--- src/rtl/btn_conditioner.sv ---
// rtl/btn_conditioner.sv - push-button synchroniser, debounce FSM, press pulse and long-press detector
// Optional feature macro: BTN_AUTOREPEAT_EN (auto-repeat press pulses while held past LONG_CYC)
module btn_conditioner #(
  parameter int DEBOUNCE_CYC = 500000,
  parameter int LONG_CYC     = 50000000,
  parameter int REPEAT_PER   = 10000000,
  parameter int CNT_W        = 26
) (
  input  logic       clk,
  input  logic       rst_n,
  input  logic       btn_raw,
  output logic       btn_level,
  output logic       btn_pulse,
  output logic       btn_long,
  output logic [1:0] fsm_state
);

  typedef enum logic [1:0] {
    IDLE         = 2'd0,
    PRESS_WAIT   = 2'd1,
    PRESSED      = 2'd2,
    RELEASE_WAIT = 2'd3
  } state_t;

  localparam logic [CNT_W-1:0] DEB_LAST  = CNT_W'(DEBOUNCE_CYC - 1);
  localparam logic [CNT_W-1:0] LONG_LAST = CNT_W'(LONG_CYC - 1);
  localparam logic [CNT_W-1:0] LONG_MAX  = CNT_W'(LONG_CYC);

  // Reject parameter sets the counters cannot represent or the FSM cannot honour.
  if (DEBOUNCE_CYC < 2 || LONG_CYC <= DEBOUNCE_CYC || REPEAT_PER < 2 ||
      CNT_W < 2 || CNT_W > 31 || LONG_CYC >= (1 << CNT_W) ||
      REPEAT_PER >= (1 << CNT_W)) begin : g_param_check
    $error("btn_conditioner: illegal parameter combination");
  end

  state_t           state;
  logic             s1;
  logic             s2;
  logic             btn_sync;
  logic [CNT_W-1:0] dcnt;
  logic [CNT_W-1:0] hcnt;

`ifdef BTN_AUTOREPEAT_EN
  localparam logic [CNT_W-1:0] REP_LAST = CNT_W'(REPEAT_PER - 1);
  logic [CNT_W-1:0] rcnt;
`endif

  // Two-flop synchroniser; the FSM only ever looks at the second stage.
  always_ff @(posedge clk or negedge rst_n) begin
    if (!rst_n) begin
      s1 <= 1'b0;
      s2 <= 1'b0;
    end else begin
      s1 <= btn_raw;
      s2 <= s1;
    end
  end

  assign btn_sync  = s2;
  assign fsm_state = state;

  // Debounce FSM with hold/repeat counters and registered level/pulse outputs.
  always_ff @(posedge clk or negedge rst_n) begin
    if (!rst_n) begin
      state     <= IDLE;
      dcnt      <= '0;
      hcnt      <= '0;
      btn_level <= 1'b0;
      btn_pulse <= 1'b0;
      btn_long  <= 1'b0;
`ifdef BTN_AUTOREPEAT_EN
      rcnt      <= '0;
`endif
    end else begin
      btn_pulse <= 1'b0;
      btn_long  <= 1'b0;
      case (state)
        IDLE: begin
          if (btn_sync) begin
            state <= PRESS_WAIT;
            dcnt  <= '0;
          end
        end
        PRESS_WAIT: begin
          if (!btn_sync) begin
            state <= IDLE;
          end else if (dcnt == DEB_LAST) begin
            state     <= PRESSED;
            btn_level <= 1'b1;
            btn_pulse <= 1'b1;
            hcnt      <= '0;
`ifdef BTN_AUTOREPEAT_EN
            rcnt      <= '0;
`endif
          end else begin
            dcnt <= dcnt + 1'b1;
          end
        end
        PRESSED: begin
          if (!btn_sync) begin
            state <= RELEASE_WAIT;
            dcnt  <= '0;
          end else if (hcnt < LONG_MAX) begin
            hcnt <= hcnt + 1'b1;
            if (hcnt == LONG_LAST) begin
              btn_long  <= 1'b1;
`ifdef BTN_AUTOREPEAT_EN
              btn_pulse <= 1'b1;
              rcnt      <= '0;
`endif
            end
`ifdef BTN_AUTOREPEAT_EN
          end else if (rcnt == REP_LAST) begin
            btn_pulse <= 1'b1;
            rcnt      <= '0;
          end else begin
            rcnt <= rcnt + 1'b1;
`endif
          end
        end
        RELEASE_WAIT: begin
          // A return to 1 here is release bounce: resume the hold without a new pulse.
          if (btn_sync) begin
            state <= PRESSED;
          end else if (dcnt == DEB_LAST) begin
            state     <= IDLE;
            btn_level <= 1'b0;
          end else begin
            dcnt <= dcnt + 1'b1;
          end
        end
        default: begin
          state     <= IDLE;
          btn_level <= 1'b0;
        end
      endcase
    end
  end

endmodule

--- config.mk ---
export PLATFORM = sky130hd
export DESIGN_NAME = btn_conditioner
export DESIGN_NICKNAME = d
export VERILOG_FILES = /design/src/rtl/btn_conditioner.sv
export SDC_FILE = /design/constraint.sdc
export NUM_CORES = 1
export LEC_CHECK = 0
export ABC_AREA = 0
export CORE_AREA = 2 2 111 113
export DETAILED_ROUTE_END_ITERATION = 8
export DIE_AREA = 0 0 113 115
export GPL_TIMING_DRIVEN = 0
export PLACE_DENSITY = 0.53
export SLEW_MARGIN = 15
export SYNTH_ARGS = -nofsm -noshare
export SYNTH_HDL_FRONTEND = slang
export SYNTH_SLANG_ARGS = --single-unit
export TNS_END_PERCENT = 1
--- constraint.sdc ---
create_clock -name clk -period 3.7 [get_ports clk]
set_input_delay 0.74 -clock clk [delete_from_list [all_inputs] [get_ports clk]]
set_output_delay 0.74 -clock clk [all_outputs]
set_load 0.03 [all_outputs]
-- Word-level counts from Yosys, hierarchy flattened
Index checks and enable logic that the tools add are counted.
- eq/ne operators: 15
- reduce and logical (&&, ||, !) cells: 7
- $lt $le $gt $ge: 1
- $add $sub $neg: 2
- muxes and demuxes: 30
- operators with widths (cell ; number):
    $mux W26 ; 9
    $pmux W26 S4 ; 1
    $add A26 B1 Y26 const B ; 2
    $pmux W26 S2 ; 1
    $eq A26 B19 Y1 const B ; 1
    $eq A26 B26 Y1 const B ; 1
    $lt A26 B26 Y1 const B ; 1
    $ne A2 B2 Y1 const B ; 8
    $mux W2 ; 6
    $mux W1 ; 11
    $reduce_and A5 Y1 ; 2
    $pmux W2 S4 ; 1
    $reduce_and A4 Y1 ; 2
    $ne A3 B3 Y1 const B ; 2
    $eq A2 B2 Y1 const B ; 2
    $reduce_bool A2 Y1 ; 2
    $eq A2 B1 Y1 const B ; 1
    $logic_not A2 Y1 ; 1
    $pmux W1 S2 ; 1
- output and inout port bits: 5
- word-level logic and storage cells: 63
- bits in registers: 59
- input bits: 3

-- Longest topological paths before layout
- depth in word-level cells: 5
- depth in mapped cells: 9
- mapped depth without buffers: 6

-- Worst setup path after synthesis
No wires, ideal clock.
- path kind: reg-to-reg
- start point: reg dcnt[22]
- end point: reg dcnt[11]
- setup time: 126 ps
- arrival time: 2014 ps
- cell stages (with the launch flop): 7
- period minus slack after synthesis: 2140 ps
- path slack: 1560 ps
- data required time: 3574 ps
- buffers on the path: 1
- cell sequence: dfrtp_1 > or4_1 > or4_4 > o21bai_2 > buf_4 > nor4b_1 > a311o_1
- word-level cells in the longest chain between the ends: 4
- elaborated cells on any way between the ends: 5
- those cells by class: eq/ne: 1; mux: 4
- ends and longest elaborated chain (item ; RTL line ; RTL):
    from (decl) ; 40 ; logic [CNT_W-1:0] dcnt;
    from (signal assigned) ; 96 ; dcnt <= dcnt + 1'b1;
    from (signal assigned) ; 129 ; dcnt <= dcnt + 1'b1;
    $eq A26 B19 Y1 (*) ; 87, 125 ;
    $mux W26 (*) ; n/a ;
    $mux W26 (on tied branches) ; n/a ;
    $pmux W26 S4 (*) ; n/a ;
Mark *: on every way between the ends. The rest lies on a longest branch, timed or not. The select of a mux whose other input is x is not followed.
A chain may end at the register's enable or synchronous reset.

-- Final worst setup path
- start point: reg hcnt[12]
- end point: reg hcnt[7]
- word-level cells in the longest chain between the ends: 3
- ends and longest elaborated chain (item ; RTL line ; RTL):
    from (decl) ; 41 ; logic [CNT_W-1:0] hcnt;
    from (signal assigned) ; 104 ; hcnt <= hcnt + 1'b1;
    $lt A26 B26 Y1 ; 103 ; end else if (hcnt < LONG_MAX) begin
    $ne A2 B2 Y1 (no line) ; n/a ;
    $reduce_and A5 Y1 (no line) ; n/a ;
Every way passes these cells.

==> flow_metrics.tcl <==
set metrics [dict create \
    firstDrtPassIters 7 \
    cp-startpoint "hcnt[12]$_DFFE_PN0P_" \
    cts.repair.resized 0 \
    yosys.area.top_type "dfrtp_1" \
    rows 40 \
    crit_slowest_cell "clkbuf_1" \
    worstSetupEndpointType "register" \
    rsz0062_at_grt "false" \
    synth_ff_type "dfrtp_1" \
    h-tree-depth 3 \
    start_util 0.294 \
    io_buffers 7 \
    min_period_ns 2.54 \
    die_y_um 115 \
    pin_count 8 \
    synthArstFlopShare 1.00 \
    n_antenna_cell 0 \
    yosys-top-cells-area "dfrtp_1 42%, nand2_1 5.9%, nand3_1 5.5%, o221ai_1 4.8%, nand4_1 2.7%" \
    ys_ff_latch 59 \
    place.gp.congestion 0.835 \
    synth_fp_nets 403 \
    syn_area_mm2 0.00348 \
    worstReg2RegStart "hcnt[12]$_DFFE_PN0P_" \
    track_usage 0.148 \
    crit_path_max_incr_delay_ns 0.49 \
    hold_buffers 0 \
    worstPathMaxFanout 10 \
    fin_crit_sh 0.686 \
    finalWirelength_mm 9.29 \
    path_clk_slew_ns 0.05 \
    clk_latency_ns 0.33 \
    drt_iter0_drc 326 \
    grt_overflow_total 0 \
    grt_pass1_wl_mm 15.6 \
    setup_viol 0 \
    slew_viol_final 0 \
    slew_headroom 0.368 \
    synth-simple-area-share 0.344 \
    dieArea_mm2 0.0130 \
    grt_pass1_vias 3158 \
    cts_buffers 9 \
    violations "design-rule violations" \
    final_nets 422 \
    postRouteAntennaNets 0 \
    startpoint_type "register" \
    ir_drop_mv 0.247 \
    via_per_inst 5.68 \
    synth_compound_area_frac 0.157 \
    synth-adder-area-share 0.00719 \
    final_cell_mix "59 x dfrtp_1, 55 x nand2_1, 38 x nand3_1" \
    synth_top_family_by_area "simple AND/OR/NAND/NOR gates" \
    status "finished, violations left" \
    fmax_mhz 394 \
    grt_max_degree 45 \
    cts_buffer_depth 2 \
    cts_setup_buffers 0 \
    multi_input_area_mm2 0.00183 \
    ys_seq_area_frac 0.424 \
    post-place-ws_ns 1.10 \
    mostFrequentLayoutCell "dfrtp_1" \
    r2r_setup_slack_ns 1.16 \
    hold_path_class "in -> async" \
    syn_inst 398 \
    dp_hpwl_mm 6.38 \
    muxShareOfSynthArea 0.0119 \
    power_density_mw_per_mm2 372 \
    p_leak_uw 0.00153 \
    path_cells "clkbuf_1 > and4_1 > clkbuf_1 > or2_1 > nand4_1 > nand2_1 > clkbuf_1 > o221ai_1" \
    area_growth_pct 15.9 \
    worst_pin_slew_ns 0.939 \
    worst_path_most_repeated_cell "clkbuf_1" \
    skew_ns 0.00787 \
    core-area_mm2 0.0118 \
    path_class "reg -> reg" \
    fillCellCount 1220 \
    syn_avg_cell_area_um2 8.74 \
    die_x_um 113 \
    cts_sinks 59 \
    ys_types 51 \
    wire_per_inst_um 16.3 \
    seq_area_mm2 0.00148 \
    maxCapViolCount 0 \
    synth_edf_count 0 \
    vias 3233 \
    drive_gt1_frac 0.0948 \
    critical_path_arrival_ns 2.70 \
    final_hold_viol_count 0 \
    finalPower_uw 1500 \
    drc 1 \
    ys_warn_count 0 \
    tritoncts "yes" \
    clockRootBuffer "clkbuf_16" \
    antenna_found_initial 0 \
    yosys.area_share.xor_xnor 0.00504 \
    fin_ws_ns 1.16 \
    required_ns 3.87 \
    synth_top_area_share 0.424 \
]
[final timing paths]
path                            cells past startpoint              endpoint
worst min-delay path                                1  hcnt[14]$_DFFE_PN0P_
worst max register to register                      8   hcnt[7]$_DFFE_PN0P_
max in group asynchronous                           2  dcnt[12]$_DFFE_PN0P_
worst min register to register                      0    btn_sync$_DFF_PN0_
worst max-delay path                                8   hcnt[7]$_DFFE_PN0P_
min in group clk                                    0    btn_sync$_DFF_PN0_
[power breakdown]
| part | switching, uW | internal, uW |
|---|---|---|
| Sequential | 15.3 | 657 |
| Combinational | 38.5 | 19.6 |
| Clock | 282 | 487 |
| Total | 336 | 1160 |
[state kept, by name, summed over array words and instances (netlist names), named ones only]
register / cells
btn_level: 1
s1: 1
hcnt: 26
dcnt: 26
btn_sync: 1
fsm_state: 1
btn_long: 1
btn_pulse: 1
[Yosys cell counts, types with 2 or more instances]
library cell and n:
a21o_1 4, a21oi_1 6, a22o_1 3, a31oi_1 14, and2_1 6, and3_1 6, and4_1 5, buf_2 6
buf_4 2, clkbuf_1 15, dfrtp_1 59, ha_1 2, inv_1 20, mux2i_1 3, nand2_1 55, nand2b_1 3
nand3_1 38, nand3b_1 7, nand4_1 15, nor2_1 16, nor2b_1 2, nor3_1 11, nor4_1 10, nor4b_1 3
o211ai_1 5, o21ai_0 14, o221ai_1 19, o31a_1 2, or2_2 4, or3_1 5, or4_1 12, or4_4 2
or4b_2 6
[metrics by stage]
| step | utilization | hold slack, ns | cell area, um^2 | cells | TNS, ns |
|---|---|---|---|---|---|
| floorplan | - | 0.331 | 3480 | 398 | 0 |
| global placement | 0.316 | 0.335 | 3730 | 552 | -10.98 |
| detailed placement | 0.318 | 0.336 | 3760 | 553 | 0 |
| global route | 0.341 | 0.295 | 4030 | 569 | 0 |
| finish | 0.341 | 0.278 | 4030 | 569 | 0 |
| CTS | 0.341 | 0.282 | 4030 | 569 | 0 |
[worst max-delay path, delay by kind of cell (launching register included)]
| kind | cells | cell delay [ns] |
|---|---|---|
| AND/OR/NAND/NOR | 4 | 0.87 |
| flip-flops | 1 | 0.32 |
| AO/OA/AOI/OAI | 1 | 0.20 |
| buffers and inverters | 3 | 0.98 |
[final cells by class]
type                    count  share of cell area
flip-flops and latches     59               0.366
well taps                 147              0.0456
inverters                  20              0.0186
clock inverters             2             0.00248
plain buffers              23              0.0251
multi-input cells         296               0.453
clock buffers              14              0.0655
repair buffers              8              0.0236
[layer usage]
layer,wire length [um],up-vias,GRT usage
met5,0,-,0
met4,52,0,0.0488
met3,392,8,0.0316
met2,4560,66,0.253
met1,4280,1604,0.186
li1,-,1555,-
[cell families after synthesis]
logic type | Yosys count
simple gates | 212
compound gates | 76
flops | 59
buf+inv | 43
mux | 4
xor+xnor | 2
fa+ha+maj | 2
Note: power is estimated with default switching activity, not from simulation.
